[config.mk]
export PLATFORM = sky130hd
export DESIGN_NAME = gearbox_10to8_scheduler
export DESIGN_NICKNAME = d
export VERILOG_FILES = /design/src/rtl/gearbox_10to8_scheduler.sv
export SDC_FILE = /design/constraint.sdc
export NUM_CORES = 1
export LEC_CHECK = 0
export CAP_MARGIN = 30
export CELL_PAD_IN_SITES_DETAIL_PLACEMENT = 2
export CELL_PAD_IN_SITES_GLOBAL_PLACEMENT = 2
export CORE_MARGIN = 2
export CORE_UTILIZATION = 36
export CTS_BUF_LIST = sky130_fd_sc_hd__clkbuf_4
export CTS_CLUSTER_SIZE = 25
export DETAILED_ROUTE_END_ITERATION = 10
export DONT_BUFFER_PORTS = 1
export MAX_ROUTING_LAYER = met4
export PLACE_DENSITY = 0.86
export SYNTH_ARGS = -nofsm -noshare
export SYNTH_HDL_FRONTEND = slang
export SYNTH_SLANG_ARGS = --single-unit
[constraint.sdc]
create_clock -name clk -period 1.4 [get_ports clk]
set_clock_uncertainty 0.15 [all_clocks]
set_input_delay 0.07 -clock clk [delete_from_list [all_inputs] [get_ports clk]]
set_output_delay 0.07 -clock clk [all_outputs]
set_load 0.02 [all_outputs]
[src/rtl/gearbox_10to8_scheduler.sv]
// gearbox_10to8_scheduler: issues 8 word slots per 10-clock frame to a 10b->8b gearbox, filling empty slots with FILL_WORD.
// Define GEARBOX_SCHED_STATS_EN to build the saturating underflow counter; otherwise underflow_cnt is tied to 0.
module gearbox_10to8_scheduler #(
    parameter logic [9:0] FILL_WORD = 10'h0FA,
    parameter int         CNT_W     = 16
) (
    input  logic             clk,
    input  logic             rst_n,
    input  logic             enable,
    input  logic             src_valid,
    input  logic [9:0]       src_data,
    output logic             src_ready,
    output logic             gb_valid,
    output logic [9:0]       gb_data,
    output logic             frame_start,
    output logic             busy,
    output logic             underflow,
    output logic [CNT_W-1:0] underflow_cnt
);
    typedef enum logic [1:0] {IDLE, RUN, STOP} state_t;
    state_t     state;
    logic [3:0] phase;
    logic       slot;
    assign slot      = (state != IDLE) && (phase < 4'd8);
    assign src_ready = slot;
    assign busy      = state != IDLE;
    always_ff @(posedge clk or negedge rst_n) begin
        if (!rst_n) begin
            state       <= IDLE;
            phase       <= 4'd0;
            gb_valid    <= 1'b0;
            gb_data     <= 10'd0;
            frame_start <= 1'b0;
            underflow   <= 1'b0;
        end else begin
            gb_valid    <= slot;
            underflow   <= slot && !src_valid;
            frame_start <= slot && (phase == 4'd0);
            if (slot)
                gb_data <= src_valid ? src_data : FILL_WORD;
            phase <= (state == IDLE || phase == 4'd9) ? 4'd0 : phase + 4'd1;
            // STOP keeps the frame running so the gearbox always sees whole frames
            case (state)
                IDLE:    if (enable) state <= RUN;
                RUN:     if (!enable) state <= (phase == 4'd9) ? IDLE : STOP;
                STOP:    if (phase == 4'd9) state <= IDLE; else if (enable) state <= RUN;
                default: state <= IDLE;
            endcase
        end
    end
`ifdef GEARBOX_SCHED_STATS_EN
    always_ff @(posedge clk or negedge rst_n) begin
        if (!rst_n)
            underflow_cnt <= '0;
        else if (slot && !src_valid && underflow_cnt != '1)
            underflow_cnt <= underflow_cnt + CNT_W'(1);
    end
`else
    assign underflow_cnt = '0;
`endif
endmodule

After elaboration in Yosys (flattened, before gate mapping). Index checks and enable logic that the tools add are counted.

Flip-flop bits (word level): 19. Bits of input ports: 14. Output and inout port bits: 31. Word-level logic and storage cells: 27.

Add/sub/neg operators: 1. Magnitude comparators: 1. Equal/unequal tests: 4. Mux-type cells: 7. Reduce and logical (&&, ||, !) cells: 8.

Operators by type and width (count): $mux W10 (1); $mux W2 (4); $pmux W2 S3 (1); $add A4 B1 Y4 const B (1); $eq A4 B4 Y1 const B (1); $logic_not A4 Y1 (1); $lt A4 B4 Y1 const B (1); $mux W4 (1); $logic_and A1 B1 Y1 (3); $eq A2 B1 Y1 const B (1); $eq A2 B2 Y1 const B (1); $logic_not A2 Y1 (1); $ne A2 B2 Y1 const B (1); $reduce_bool A2 Y1 (1); $logic_not A1 Y1 (1); $logic_or A1 B1 Y1 (1).

Longest topological paths before layout.
Word-level depth: 4. Gate-level depth with buffers: 5. Depth with buffers taken out: 5.

Least setup slack after synthesis. No wires, ideal clock.

Path type: register to register. From: reg state[0]. To: reg state[1]. Setup time: 0.131 ns. Data arrival time: 0.945 ns. Data required time: 1.119 ns. Setup slack: 0.174 ns. Stages on the path, launching flop included: 4. Buffers on the path: 0. Period minus slack after synthesis: 1.226 ns. Cells stage by stage: dfrtp_1 > or2_2 > o21ai_2 > a211oi_1.

Word-level cells in the longest chain between the ends: 2. Elaborated cells between the ends (all ways): 5. Classes of those cells: eq/ne (3); mux (1); reduce/logical (1).

RTL lines: from (decl) (RTL line 21) `state_t state;`; from (signal assigned) (RTL line 45) `RUN: if (!enable) state <= (phase == 4'd9) ? IDLE : STOP;`; $eq A2 B2 Y1, or another cell as far along (RTL line 43) `case (state)`; $pmux W2 S3 or $ne A2 B2 Y1 (tied branches).

Several ways; a longest one is shown, not always the timed one. A chain may end at the register's enable or synchronous reset.

Worst setup path after layout.
From: reg state[1]. To: out busy.

Word-level cells in the longest chain between the ends: 1.

RTL lines: $reduce_bool A2 Y1 (RTL line 26) `assign busy = state != IDLE;`; to (decl) (RTL line 16) `output logic busy,`.

No other way between the ends.

==> impl_metrics.csv <==
group,metric,value,unit
layout,drive_gt1_frac,0.144,
floorplanning,boundaryPins,45,
status,outcome,"completed",
critical_path,cpMaxStageDelayCell,"dfrtp_1",
floorplanning,start_util,0.380,
layout,final_util,0.455,
floorplanning,num_rows,18,
routing,first_pass_iters,2,
yosys,syn_inst,92,
yosys,synth_area,932,um2
yosys,synth_area_per_cell,10.1,um2
sta,fin_crit,1390,ps
sta,finalSetupTns,0,ps
yosys,synth_warnings,0,
critical_path,critPathMaxFanout,3,
yosys,ys_seq_elements,19,
worst_hold_path,hold_class,"input port to async pin",
place,placed_area,915,um2
pwr,peakVddDrop,0.851,mV
sta,hold_viol_final,0,
pwr,power_density,1320,mW/mm2
critical_path,critPathBufInv,1,
floorplanning,die_y,54.9,um
sta,worstMarginPinSlew,857,ps
sta,whs,146,ps
critical_path,crit_type,"flop to output port",
routing,drc_errors,0,
global_route,top_usage_layer,"met2",
pwr,total_power,1.47,mW
clock_tree,clk_latency,320,ps
sta,fmax,720,MHz
critical_path,worst_setup_path_end_kind,"output port",
routing,antenna_left,0,
global_route,use_met1,0.168,
critical_path,cpPeakStageDelay,440,ps
place,io_buffer_count,0,
yosys,seq_area_frac_synth,0.510,
layout,final.fill_count,265,
critical_path,worstPathRequired,1180,ps
global_route,overflow,0,
layout,final_nets,129,
critical_path,startpoint_type,"flop",
critical_path,reg2regPathDepth,5,
global_route,grtUsageTotal,0.178,
layout,fin_area,0.00112,mm2
pwr,cellLeakagePower,0.519,nW
global_route,grt_max_degree,23,
sta,rsz0062_at_grt,"true",
floorplanning,core_area,0.00245,mm2
clock_tree,ctsHtreeMaxLevel,1,
yosys,synth_top_area_cell,"dfrtp_1",
clock_tree,cts_tree,"done",
critical_path,crit_family,"flip-flops",
job,maxCapViolations,0,
global_route,use_met2,0.329,
routing,wl_per_cell,16.1,um
sta,setup_viol,0,
yosys,synth_cell_types,21,
critical_path,crit_arrival,1170,ps
global_route,grt_pass1_wl,3360,um
critical_path,r2r_slack,80,ps
global_route,met3_usage,0.0601,
place,place_hpwl,1440,um
global_route,grt_pass1_vias,706,
sta,final.period_utilization,0.992,
sta,relSlewSlack,0.427,
layout,syn2layout_area_growth,19.7,%
place,gp_congestion,0.749,
clock_tree,tritoncts.num_buffers,3,
routing,num_vias,646,
clock_tree,cts.reportedPaths.clkPinSlew,120,ps
clock_tree,clock_sinks,19,
critical_path,r2r_start,"phase[1]",
yosys,ys_top_cells_by_area,"dfrtp_1, buf_4, nand2_1",
clock_tree,cts_buffer_depth,2,
floorplanning,die_x,54.9,um
clock_tree,root_buffer,"clkbuf_4",
floorplanning,die-area,0.00301,mm2
critical_path,crit_chain,"or2_4, buf_6",
routing,via_per_inst,4.58,
routing,drtIter0Drc,4,
critical_path,r2r-end,"phase[3]",
yosys,synth.top_cell.area_share,0.510,
sta,slew_violations,0,
routing,wl,2270,um
global_route,antenna_found_initial,0,
layout,n_antenna_cell,0,
==> worst reg2reg max path: stages (launching register included) <==
cell and delay (ps):
dfrtp_1 420, inv_1 80, ha_1 150, nand2_1 110, o21ai_4 220, nor2_1 90
==> kinds of logic (layout without fill, tap and decap cells) <==
family | after synthesis | in the layout | synth area share
buffers and inverters | 23 | 27 | 0.173
AO/OA/AOI/OAI | 15 | 15 | 0.107
AND/OR/NAND/NOR | 29 | 29 | 0.146
adder cells (fa/ha/maj) | 3 | 3 | 0.0403
XOR/XNOR | 2 | 2 | 0.0188
other | 1 | 16 | 0.00402
flip-flops | 19 | 19 | 0.510
==> per-stage QoR <==
step	cells	setup slack, ps
floorplan	107	174
global placement	121	171
detailed placement	121	93.8
CTS	140	-11.0
global route	141	-32.6
finish	141	11.9
==> what timing repair did <==
item                                    4_1_cts  5_1_grt
resized for setup                             3        4
pin swaps                                     1        0
endpoints found under the setup margin        2        7
hold buffers                                 13        0
endpoints found under the hold margin        32        0
buffers inserted                              2        1
==> metal layers <==
metal | vias up | routed length, um
met3 | 3 | 147
met4 | 0 | 30
met2 | 29 | 1290
met5 | - | 0
met1 | 317 | 798
li1 | 297 | -
==> worst max-delay path by stage <==
stage	from	end	slack (ps)	depth (start not counted)
finish	state[1]	busy	10	2
global route	state[1]	busy	-30	2
CTS	state[1]	busy	-10	2
detailed placement	phase[0]	state[1]	90	4
global placement	phase[1]	phase[2]	170	5
floorplan	state[0]	state[1]	170	3
==> synthesized netlist by cell type <==
master and count:
a21boi_0 1, o21bai_4 1, ha_1 3, nor3b_2 1
buf_6 2, buf_4 16, o21ai_2 1, clkbuf_1 1
xor2_1 1, o21bai_1 1, or2_2 1, a211oi_1 1
dfrtp_1 19, nor2b_1 6, nor2_1 5, o21ai_0 10
nand3_1 1, xnor2_1 1, inv_1 4, nand2_1 15
conb_1 1
==> sequential cells by signal, indices dropped and copies added, names as in the netlist <==
signal	count
underflow	1
gb_valid	1
phase	4
gb_data	10
state	2
frame_start	1
==> cell usage in the layout, fill, tap and decap left out, types with 2 or more instances in the layout <==
cell,netlist,layout
dfrtp_1,19,18
clkbuf_4,0,3
dlygate4sd3_1,0,13
buf_6,2,2
ha_1,3,3
o21ai_0,10,10
buf_4,16,3
conb_1,1,16
nand2_1,15,15
nor2_1,5,5
nor2b_1,6,6
inv_1,4,3
==> final cells by class <==
| class | instances | area, um2 | area share |
|---|---|---|---|
| sequential | 19 | 477 | 0.427 |
| multi-input combinational | 65 | 362 | 0.324 |
| timing repair buffer | 19 | 195 | 0.175 |
| tap | 30 | 37.5 | 0.0336 |
| clock buffer | 3 | 22.5 | 0.0202 |
| inverter | 4 | 15.0 | 0.0135 |
| clock inverter | 1 | 7.51 | 0.00673 |
==> report_power, final <==
part           switching, mW  total [mW]  internal (mW)
Combinational          0.196       0.344          0.148
Sequential             0.179       0.826          0.647
Clock                  0.194       0.303          0.109
Total                  0.569        1.47          0.904
Note: power is estimated with default switching activity, not from simulation.
